[config.mk]
export PLATFORM = sky130hd
export DESIGN_NAME = corr_engine
export DESIGN_NICKNAME = d
export VERILOG_FILES = /design/src/rtl/corr_pkg.sv /design/src/rtl/corr_addr_gen.sv /design/src/rtl/corr_engine.sv
export SDC_FILE = /design/constraint.sdc
export NUM_CORES = 1
export LEC_CHECK = 0
export BUFFER_PORTS_ARGS = -buffer_cell sky130_fd_sc_hd__buf_2
export CAP_MARGIN = 30
export CORE_ASPECT_RATIO = 1.4
export CORE_UTILIZATION = 65
export CTS_BUF_LIST = sky130_fd_sc_hd__clkbuf_16
export CTS_CLUSTER_DIAMETER = 40
export CTS_CLUSTER_SIZE = 24
export DETAILED_ROUTE_END_ITERATION = 16
export HOLD_SLACK_MARGIN = 0.15
export PLACE_DENSITY = 0.87
export SYNTH_ARGS = -nofsm -noshare
export SYNTH_HDL_FRONTEND = slang
export SYNTH_SLANG_ARGS = --single-unit
[constraint.sdc]
create_clock -name iCLK -period 10.8 [get_ports iCLK]
set_input_delay 1.08 -clock iCLK [delete_from_list [all_inputs] [get_ports iCLK]]
set_output_delay 1.08 -clock iCLK [all_outputs]
set_load 0.005 [all_outputs]
[src/rtl/corr_pkg.sv]
// Shared constants, state type and width check for the correlation responder.
package corr_pkg;

  localparam int H_RES    = 640;
  localparam int V_RES    = 480;
  localparam int COORD_W  = 13;
  localparam int FRAME_AW = 19;
  localparam int TPL_AW   = 8;

  typedef enum logic [1:0] {
    IDLE  = 2'd0,
    ISSUE = 2'd1,
    DRAIN = 2'd2,
    DONE  = 2'd3
  } corrState_t;

  // Sum of tplPix products of two pixW-bit values must fit in accW bits.
  function automatic bit accWidthOk(input int accW, input int pixW, input int tplPix);
    return accW >= 2 * pixW + $clog2(tplPix);
  endfunction

endpackage

[src/rtl/corr_addr_gen.sv]
// Window scan counters for the correlation responder: frame/template read
// addresses, in-frame flag and last-issue flag for the current (i, j).
module corr_addr_gen
  import corr_pkg::*;
#(
  parameter int TPL_W = 16,
  parameter int TPL_H = 16
) (
  input  logic                clk,
  input  logic                rst,
  input  logic                accept,
  input  logic                issue,
  input  logic [COORD_W-1:0]  xStart,
  input  logic [COORD_W-1:0]  yStart,
  output logic [FRAME_AW-1:0] frameAddr,
  output logic [TPL_AW-1:0]   tplAddr,
  output logic                inFrame,
  output logic                lastIssue
);

  localparam int IW = (TPL_W > 1) ? $clog2(TPL_W) : 1;
  localparam int JW = (TPL_H > 1) ? $clog2(TPL_H) : 1;
  localparam int PW = COORD_W + 1;

  logic [COORD_W-1:0] xBase, yBase;
  logic [IW-1:0]      i;
  logic [JW-1:0]      j;
  logic [PW-1:0]      xPos, yPos;

  always_ff @(posedge clk) begin
    if (rst) begin
      xBase <= '0;
      yBase <= '0;
      i     <= '0;
      j     <= '0;
    end else if (accept) begin
      xBase <= xStart;
      yBase <= yStart;
      i     <= '0;
      j     <= '0;
    end else if (issue) begin
      if (i == IW'(TPL_W - 1)) begin
        i <= '0;
        j <= (j == JW'(TPL_H - 1)) ? '0 : j + 1'b1;
      end else begin
        i <= i + 1'b1;
      end
    end
  end

  // One extra coordinate bit so X+i / Y+j never wrap back into the frame.
  always_comb begin
    xPos      = {1'b0, xBase} + PW'(i);
    yPos      = {1'b0, yBase} + PW'(j);
    inFrame   = (xPos < PW'(H_RES)) && (yPos < PW'(V_RES));
    frameAddr = FRAME_AW'(yPos) * FRAME_AW'(H_RES) + FRAME_AW'(xPos);
    tplAddr   = TPL_AW'(j) * TPL_AW'(TPL_W) + TPL_AW'(i);
    lastIssue = (i == IW'(TPL_W - 1)) && (j == JW'(TPL_H - 1));
  end

endmodule

[src/rtl/corr_engine.sv]
// Correlation responder: sums frame x template pixel products over one window.
// CORR_SAT_EN selects a saturating oCorr; otherwise oCorr is the top 16 acc bits.
//
// state | meaning
// IDLE  | waiting for iStart
// ISSUE | one frame/template read pair per cycle, TPL_W*TPL_H cycles
// DRAIN | read latency + product + accumulate pipeline emptying
// DONE  | oCorrFinished pulse, oCorr updated
module corr_engine
  import corr_pkg::*;
#(
  parameter int TPL_W    = 16,
  parameter int TPL_H    = 16,
  parameter int PIX_W    = 8,
  parameter int READ_LAT = 1,
  parameter int ACC_W    = 24
) (
  input  logic                iCLK,
  input  logic                iRST,
  input  logic                iStart,
  input  logic [COORD_W-1:0]  iX,
  input  logic [COORD_W-1:0]  iY,
  output logic                oBusy,
  output logic                oCorrFinished,
  output logic [15:0]         oCorr,
  output logic [FRAME_AW-1:0] oFrameAddr,
  output logic                oFrameRd,
  input  logic [PIX_W-1:0]    iFrameData,
  output logic [TPL_AW-1:0]   oTplAddr,
  input  logic [PIX_W-1:0]    iTplData
);

  localparam int PROD_W = 2 * PIX_W;
  localparam int DW     = $clog2(READ_LAT + 2);

  if (!accWidthOk(ACC_W, PIX_W, TPL_W * TPL_H)) begin : gAccCheck
    $error("corr_engine: ACC_W too small for template size and pixel width");
  end

  corrState_t          state;
  logic [DW-1:0]       drainCnt;
  logic                accept, issue, inFrame, lastIssue;
  logic [READ_LAT-1:0] vldDly, inDly;
  logic [PROD_W-1:0]   prod;
  logic                prodVld;
  logic [ACC_W-1:0]    acc;
  logic [15:0]         corrMap;

  assign accept   = (state == IDLE) && iStart;
  assign issue    = (state == ISSUE);
  assign oFrameRd = issue && inFrame;

  corr_addr_gen #(.TPL_W(TPL_W), .TPL_H(TPL_H)) uAddrGen (
    .clk      (iCLK),
    .rst      (iRST),
    .accept   (accept),
    .issue    (issue),
    .xStart   (iX),
    .yStart   (iY),
    .frameAddr(oFrameAddr),
    .tplAddr  (oTplAddr),
    .inFrame  (inFrame),
    .lastIssue(lastIssue)
  );

  // Issue/in-frame flags travel with the read data; out-of-frame products become 0.
  always_ff @(posedge iCLK) begin
    if (iRST) begin
      vldDly  <= '0;
      inDly   <= '0;
      prod    <= '0;
      prodVld <= 1'b0;
      acc     <= '0;
    end else begin
      vldDly  <= (vldDly << 1) | READ_LAT'(issue);
      inDly   <= (inDly << 1) | READ_LAT'(issue && inFrame);
      prodVld <= vldDly[READ_LAT-1];
      prod    <= inDly[READ_LAT-1] ? PROD_W'(iFrameData) * PROD_W'(iTplData) : '0;
      if (accept)
        acc <= '0;
      else if (prodVld)
        acc <= acc + ACC_W'(prod);
    end
  end

`ifdef CORR_SAT_EN
  always_comb begin
    corrMap = (acc > ACC_W'(17'h0FFFF)) ? 16'hFFFF : acc[15:0];
  end
`else
  logic unusedAccLow;
  assign unusedAccLow = ^acc[ACC_W-17:0];
  always_comb begin
    corrMap = acc[ACC_W-1 -: 16];
  end
`endif

  always_ff @(posedge iCLK) begin
    if (iRST) begin
      state         <= IDLE;
      drainCnt      <= '0;
      oBusy         <= 1'b0;
      oCorrFinished <= 1'b0;
      oCorr         <= '0;
    end else begin
      oCorrFinished <= 1'b0;
      case (state)
        IDLE: begin
          if (iStart) begin
            state <= ISSUE;
            oBusy <= 1'b1;
          end
        end
        ISSUE: begin
          if (lastIssue) begin
            state    <= DRAIN;
            drainCnt <= DW'(READ_LAT + 1);
          end
        end
        DRAIN: begin
          if (drainCnt == '0) begin
            state         <= DONE;
            oCorrFinished <= 1'b1;
            oCorr         <= corrMap;
          end else begin
            drainCnt <= drainCnt - 1'b1;
          end
        end
        DONE: begin
          state <= IDLE;
          oBusy <= 1'b0;
        end
        default: state <= IDLE;
      endcase
    end
  end

endmodule

==> metrics <==
Storage cell area 1980 um^2; Initial Utilization approximately two thirds; first-pass GRT wire length 29.1 mm; CTS hold repair buffers 0; run status complete, no violations; Period minus WS final 5.58 ns; RSZ-0062 raised after global routing no; Setup violations, final 0; fillers just over 900; antenna viol nets, final 0; WL final 17.6 mm; Setup crit start kind flop; post-synthesis cell area 8140 um^2; area leader, netlist dfxtp_1; Post-CTS Setup Bufs 0; CP Data Arrival Time between 4 and 5 ns; post-DR wirelength/cell 14.4 um; ranking of synthesized cells by area dfxtp_1 24%, ha_1 14%, fa_1 10%; initial DRC count 378; Remaining DRCs 0; Post-synth top cells 136 x nand2_1, 99 x dfxtp_1, 91 x ha_1; grt ovf 0; Fmax achieved 0.179 GHz; Chip Height 134 um; crit path cell chain ha_1 -> inv_1 -> fa_1 -> nor2b_1 -> o21a_1 -> o21ai_2 -> inv_1 -> nand2_1 -> xnor2_1 -> ha_1 -> ha_1 -> o21ai_1 -> nor2_1 -> nor2_1 -> ha_1 -> nand3_1 -> o31ai_1 -> nand4_1 -> xnor3_1 -> buf_2; slew of the pin with the lowest slew margin 0.634 ns; TritonCTS clock tree done; most frequent cell after synthesis nand2_1; syn nets approximately 1.2k; Final Slew Violations 0; asr flop ratio synth 0%; Seq cells post-synth 99; PortBufs 90; I/O pin count 91; clk_lat worst skew 0.34 ns; critical path required time 9.72 ns; CP peak stage delay 0.42 ns; slew margin rel. 57.7%; Final HPWL DP 13.7 mm; Post-synth EDFFs 0; Top FF cell, synth dfxtp_1; first drt pass iteration count 5; core area 12,300 um^2; CTS HTree Levels 3; largest net degree at the start of global routing 56; Max clock buf depth 2; Cell variety after synth 68; WS Path Type flop to output pin; Die Area 13,000 um^2; Yosys warning total 0; vias in the first global route 6,823; P_leak 4.19 nW; Layout Nets 1,243; setup TNS 0 ns; Tcrit/Tclk final 51.7%; Max-Cap Viols 0; worst reg2reg setup slack 8.03 ns; initial antenna violation count 1; cts bufs inserted 9; post-placement setup slack 5.61 ns; via count 7,016; Slowest cell on crit path dfxtp_1; PostCTS Resize Cnt 0; Crit path max-delay family adder cells; multi-input logic area 5700 um^2; Fin. Hold Viols 0; crit-path max FO 5; Tot GR Track Use 28.1%; area grow syn2layout 10.8%; share of the synthesized area in the top cell type 24.4%; die width around 97 um; Post-Syn Area per Cell just over 8 um^2; clock transition at the registers of the reported paths 0.07 ns; placer's final routability congestion estimate 0.915; Seq/Total Area, Yosys between 20 and 25%; clock skew 0.00716 ns; # rows 48; vias per inst between 5 and 6; Peak VDD IR 0.0956 mV; CP endpoint kind output pin; Final Worst Setup Slack 5.22 ns; Cells after Synth 990; CTS Sinks between 90 and 100; layout cells sized above 1 12.2%; clock root cell clkbuf_16; pwr dens 160 nW/um^2; WP buf/inv 3; Worst Hold Class flop to flop; most frequent CP cell ha_1
worst paths after layout:
| check | startpoint | to | depth (start not counted) |
|---|---|---|---|
| worst min register to register | oCorr[14] | oCorr[14] | 2 |
| worst max register to register | uAddrGen.j[0] | inDly | 10 |
| worst max-delay path | uAddrGen.j[0] | oFrameAddr[18] | 20 |
| worst min-delay path | oCorr[14] | oCorr[14] | 2 |
layer usage:
| layer | GRT usage [%] | wire [um] | up-vias |
|---|---|---|---|
| met5 | 0 | 0 | - |
| met4 | 11.3 | 466 | 0 |
| met3 | 4.76 | 712 | 43 |
| met2 | 54.2 | 9670 | 173 |
| met1 | 28.7 | 6730 | 3302 |
| li1 | - | - | 3498 |
area by class of cell:
class / count / area share [%]
multi-input combinational: 771 / 63.2
sequential: 99 / 22.0
timing repair buffer: 95 / 5.41
inverter: 90 / 3.75
clock buffer: 9 / 2.50
tap: 150 / 2.08
clock inverter: 7 / 1.03
antenna: 1 / 0.0277
tightest hold or removal path, stage by stage, from the launching register on:
cell and delay [ns]:
dfxtp_1 0.31, nand2_1 0.05, a21oi_1 0.05
cells in the final DEF, fill, tap and decap left out, types with 3 or more instances in the layout:
master     synthesis  layout
nand2_1          136     136
dfxtp_1           99      99
ha_1              91      91
inv_1             89      90
buf_2              3      90
a21oi_1           84      84
nor2_1            69      69
and2_1            61      61
xnor2_1           43      43
fa_1              41      41
nand3_1           22      22
xor2_1            19      19
nor3_1            18      18
a21o_1            13      13
a211oi_1          13      13
nand2b_1          12      12
mux2i_1           12      12
o21ai_0           11      11
o21ai_1            9       9
nor2b_1            9       9
o21a_1             9       9
clkbuf_16          0       9
and3_1             8       8
nand4_1            7       7
o211ai_1           7       7
or3_1              6       6
o21bai_1           6       6
o21ai_2            5       5
a31oi_1            5       5
buf_4              0       5
o31ai_1            4       4
a211oi_2           3       3
a21oi_2            3       3
a21boi_1           3       3
o22ai_1            3       3
through the flow:
stage | utilization (%) | power, mW | instance area (um^2) | hold slack [ns] | std cells
2_1_floorplan | - | 0.946 | 8140 | 0.414 | 990
3_3_place_gp | 71.0 | 1.09 | 8700 | 0.439 | 1205
3_5_place_dp | 71.0 | 1.11 | 8700 | 0.437 | 1205
4_1_cts | 73.6 | 1.45 | 9020 | 0.453 | 1221
5_1_grt | 73.6 | 1.56 | 9020 | 0.484 | 1222
6_report | 73.6 | 1.45 | 9020 | 0.451 | 1222
flip-flops by register name, summed over array words and instances, names as in the netlist:
| name | count |
|---|---|
| inDly | 1 |
| oCorrFinished | 1 |
| vldDly | 1 |
| oCorr | 16 |
| prodVld | 1 |
| prod | 16 |
| drainCnt | 2 |
| uAddrGen.j | 4 |
| uAddrGen.xBase | 13 |
| oBusy | 1 |
| uAddrGen.i | 4 |
| uAddrGen.yBase | 13 |
| acc | 24 |
| state | 2 |
cell families (layout without fill, tap and decap cells):
| kind of cell | after synthesis | after routing | share of synthesized area (%) |
|---|---|---|---|
| compound gates | 197 | 197 | 15.7 |
| buf+inv | 120 | 201 | 5.58 |
| xor+xnor | 64 | 64 | 7.15 |
| mux | 13 | 13 | 1.61 |
| fa+ha+maj | 132 | 132 | 24.1 |
| simple gates | 365 | 365 | 21.5 |
| other cells | 0 | 1 | 0 |
| flops | 99 | 99 | 24.4 |
where the power goes:
group          switching, mW  internal [mW]
clock network          0.138          0.203
logic                  0.392          0.280
registers             0.0334          0.400
total                  0.563          0.882
Note: power is estimated with default switching activity, not from simulation.
